==> config.mk <==
export PLATFORM = sky130hd
export DESIGN_NAME = final_mux
export DESIGN_NICKNAME = d
export VERILOG_FILES = /design/src/rtl/final_mux.sv
export SDC_FILE = /design/constraint.sdc
export NUM_CORES = 1
export LEC_CHECK = 0
export CORE_ASPECT_RATIO = 1.5
export CORE_MARGIN = 5
export CORE_UTILIZATION = 36
export DETAILED_ROUTE_END_ITERATION = 8
export PLACE_DENSITY = 0.86
export SLEW_MARGIN = 20
export SYNTH_ARGS = -nofsm -noshare
export SYNTH_HDL_FRONTEND = slang
export SYNTH_SLANG_ARGS = --single-unit
==> constraint.sdc <==
create_clock -name clock -period 1.9 [get_ports clock]
set_clock_uncertainty 0.1 [all_clocks]
set_input_delay 0.19 -clock clock [delete_from_list [all_inputs] [get_ports clock]]
set_output_delay 0.19 -clock clock [all_outputs]
set_load 0.01 [all_outputs]
==> src/rtl/final_mux.sv <==
// Registered 4:1 write-back selector: loads RS1, IMMVAL, DOUT_DM or ALUOUT
// into MUX_OUT according to the opcode, or holds the previous value.
module final_mux #(
   parameter int unsigned DATA_W = 32,
   parameter int unsigned OPC_W  = 6
) (
   input  logic              clock,
   input  logic              reset,
   input  logic [DATA_W-1:0] RS1,
   input  logic [DATA_W-1:0] IMMVAL,
   input  logic [DATA_W-1:0] DOUT_DM,
   input  logic [DATA_W-1:0] ALUOUT,
   input  logic [OPC_W-1:0]  OPC,
   output logic [DATA_W-1:0] MUX_OUT
);

   localparam logic [OPC_W-1:0] OPC_MOV     = OPC_W'(4);
   localparam logic [OPC_W-1:0] OPC_LDI     = OPC_W'(5);
   localparam logic [OPC_W-1:0] OPC_LD      = OPC_W'(16);
   localparam logic [OPC_W-1:0] OPC_ALU_MAX = OPC_W'(15);

   logic [DATA_W-1:0] mux_nxt;

   // Source select; unknown or unlisted opcodes keep the current value
   always_comb begin
      mux_nxt = MUX_OUT;
      case (OPC)
         OPC_MOV: mux_nxt = RS1;
         OPC_LDI: mux_nxt = IMMVAL;
         OPC_LD:  mux_nxt = DOUT_DM;
         default: begin
            if (OPC <= OPC_ALU_MAX) begin
               mux_nxt = ALUOUT;
            end
         end
      endcase
   end

   always_ff @(posedge clock or posedge reset) begin
      if (reset) begin
         MUX_OUT <= '0;
      end else begin
         MUX_OUT <= mux_nxt;
      end
   end

endmodule

==> run metrics, run 1 <==
sequential cell area fraction in the yosys report 0.370; clk slew on worst S/H paths 60 ps; Finished Layout Cells 495; Post-Syn Area 0.00216 mm²; Critical Path Start OPC[5]; Layout area overhead 87.6%; count leader, synth nor2_1; antenna violations before repair 0; Die H 105 µm; power per standard cell area 569 mW/mm²; Global Route Usage Sum 0.222; largest registers MUX_OUT: 32 flops; Least-Margin Pin Slew 417 ps; Top FF cell, synth dfrtp_1; Max Transition Viols Final 0; Final min period 1620 ps; YS warnings 0; register area 801 µm²; worst r2r src MUX_OUT[1]$_DFFE_PP0P_; die area 0.00769 mm²; global-route wire length before repair 13100 µm; DRC violations left 0; Max Fanout on Critical Path 9; clk buf depth 2; n_diodes 0; CP arrival 1720 ps; CTS Hold Bufs 0; top cells by area, synth dfrtp_1 37%, mux2i_1 15%, a2bb2oi_1 13%, a21oi_1 7.4%, o21ai_1 6.9%; Avg Inst Size Synth 8.38 µm²; final net count 559; clk_lat worst skew 270 ps; num rows 34; R2R depth 2; routed wire length 8720 µm; max reg flops 32; core footprint 0.00583 mm²; final worst path period share 0.855; clock sink count 32; RSZ-0062 raised after global routing no; DP Worst Slack 1.27 ps; filler cell count in the final layout 460; post-synth top area cell dfrtp_1; CTS tree yes; largest net degree at the start of global routing 34; Port Buffer Count 167; type of the worst min-delay path primary input to async pin; CTS buffer count 5; count of cell types in the netlist 19; CTS resizes 0; Via density 5.23; DPL Wire Length 6990 µm; synthesized flop and latch total 32; routed len/inst 17.6 µm; worst reg2reg endpoint MUX_OUT[1]$_DFFE_PP0P_; worst hold margin 203 ps; Final ANT Viol Nets 0; remaining global-route overflow 0; Post-synth EDFFs 0; Syn Nets 394; max cap viols 0; Post-CTS Setup Bufs 0; Die Span X 73.3 µm; layout cells sized above 1 0.0638; area occupied by multi-input gates 0.00123 mm²; DRT iter0 DRCs 99; routability cong. 0.850; Final Hold Viols 0; Final Core Density 0.696; drt pass-1 iters 4; Leakage 0.00170 µW; Starting Density 0.371; vias in the first global route 2661; top cell type's share of synthesized area 0.370; post-route setup slack 276 ps; CTS HTree Levels 2; Setup crit end kind register; WP data required 1990 ps; Async S/R FF share, synth 1.00; DP Cell Count 488; routed via count 2590; kind of critical path primary input to register; Setup-failing EPs final 0; I/O pin count 168; run status finished, final reports clean; CTS Root Cell clkbuf_8; Synth Instances 258; CP Launch Type primary input; Reg2Reg Setup Slack 1150 ps; worst vdd rail ir drop 0.000391 V; Peak Freq 616 MHz; max_slew headroom 0.722; largest register by flop count MUX_OUT; Setup TNS 0 ps
layout by cell type, fill, tap and decap left out, drive strengths merged:
cell,count
or3,1
dfrtp,32
mux2i,32
nor2b,1
nand2b,2
clkdlybuf4s50,166
a21oi,33
buf,17
or3b,1
nor2,33
inv,1
a2bb2oi,32
o21ai,32
nand2,32
o41ai,1
clkbuf,7
through the flow:
stage	total power, µW	area [µm²]
after CTS	2330	4060
final	2310	4060
after global placement	1740	3960
after floorplan	1170	2160
after detailed placement	1770	3960
after global routing	2420	4060
how the worst max path moves through the flow:
stage | endpoint | slack (ps) | cells after the start
after floorplan | MUX_OUT[0]$_DFFE_PP0P_ | 460 | 7
after global placement | MUX_OUT[13]$_DFFE_PP0P_ | 40 | 6
after detailed placement | MUX_OUT[19]$_DFFE_PP0P_ | 1 | 6
after CTS | MUX_OUT[29]$_DFFE_PP0P_ | 290 | 6
after global routing | MUX_OUT[22]$_DFFE_PP0P_ | 200 | 6
final | MUX_OUT[29]$_DFFE_PP0P_ | 280 | 6
worst max-delay path: stages:
cell and delay [ps]:
clkdlybuf4s50_1 460, or3_1 460, a21oi_4 200, buf_4 200
a21oi_1 50, o21ai_1 150
final cells by class:
class | count | share of cell area
clock buffer | 7 | 0.0238
timing repair buffer | 183 | 0.453
tap | 72 | 0.0222
sequential | 32 | 0.197
inverter | 1 | 0.000925
multi-input combinational | 200 | 0.303
per-layer routing:
| metal | GRT usage | routed length [µm] | up-vias |
|---|---|---|---|
| met5 | 0 | 0 | - |
| met4 | 0.108 | 378 | 0 |
| met3 | 0.0461 | 669 | 30 |
| met2 | 0.396 | 4670 | 136 |
| met1 | 0.240 | 3000 | 1180 |
| li1 | - | - | 1244 |
report_power, final:
part / internal, µW / leakage [µW] / switching [µW]
Combinational: 570 / 0.00126 / 334
Clock: 322 / 0.0000503 / 236
Sequential: 786 / 0.000388 / 59.5
Total: 1680 / 0.00170 / 630
cells by family after synthesis:
kind of cell    share of synthesized area
mux                                 0.148
buf+inv                            0.0637
flops                               0.370
simple gates                        0.128
compound gates                      0.289
(Power assumes the default switching activity.)
==> run 2: changes to the inputs <==
--- a/config.mk
+++ b/config.mk
@@ -10,6 +10,7 @@
 export CORE_UTILIZATION = 36
 export DETAILED_ROUTE_END_ITERATION = 8
 export PLACE_DENSITY = 0.86
+export SETUP_SLACK_MARGIN = 0.1
 export SLEW_MARGIN = 20
 export SYNTH_ARGS = -nofsm -noshare
 export SYNTH_HDL_FRONTEND = slang
==> results of run 2 <==
No change in the layout: final DEF, timing and power equal those of run 1.
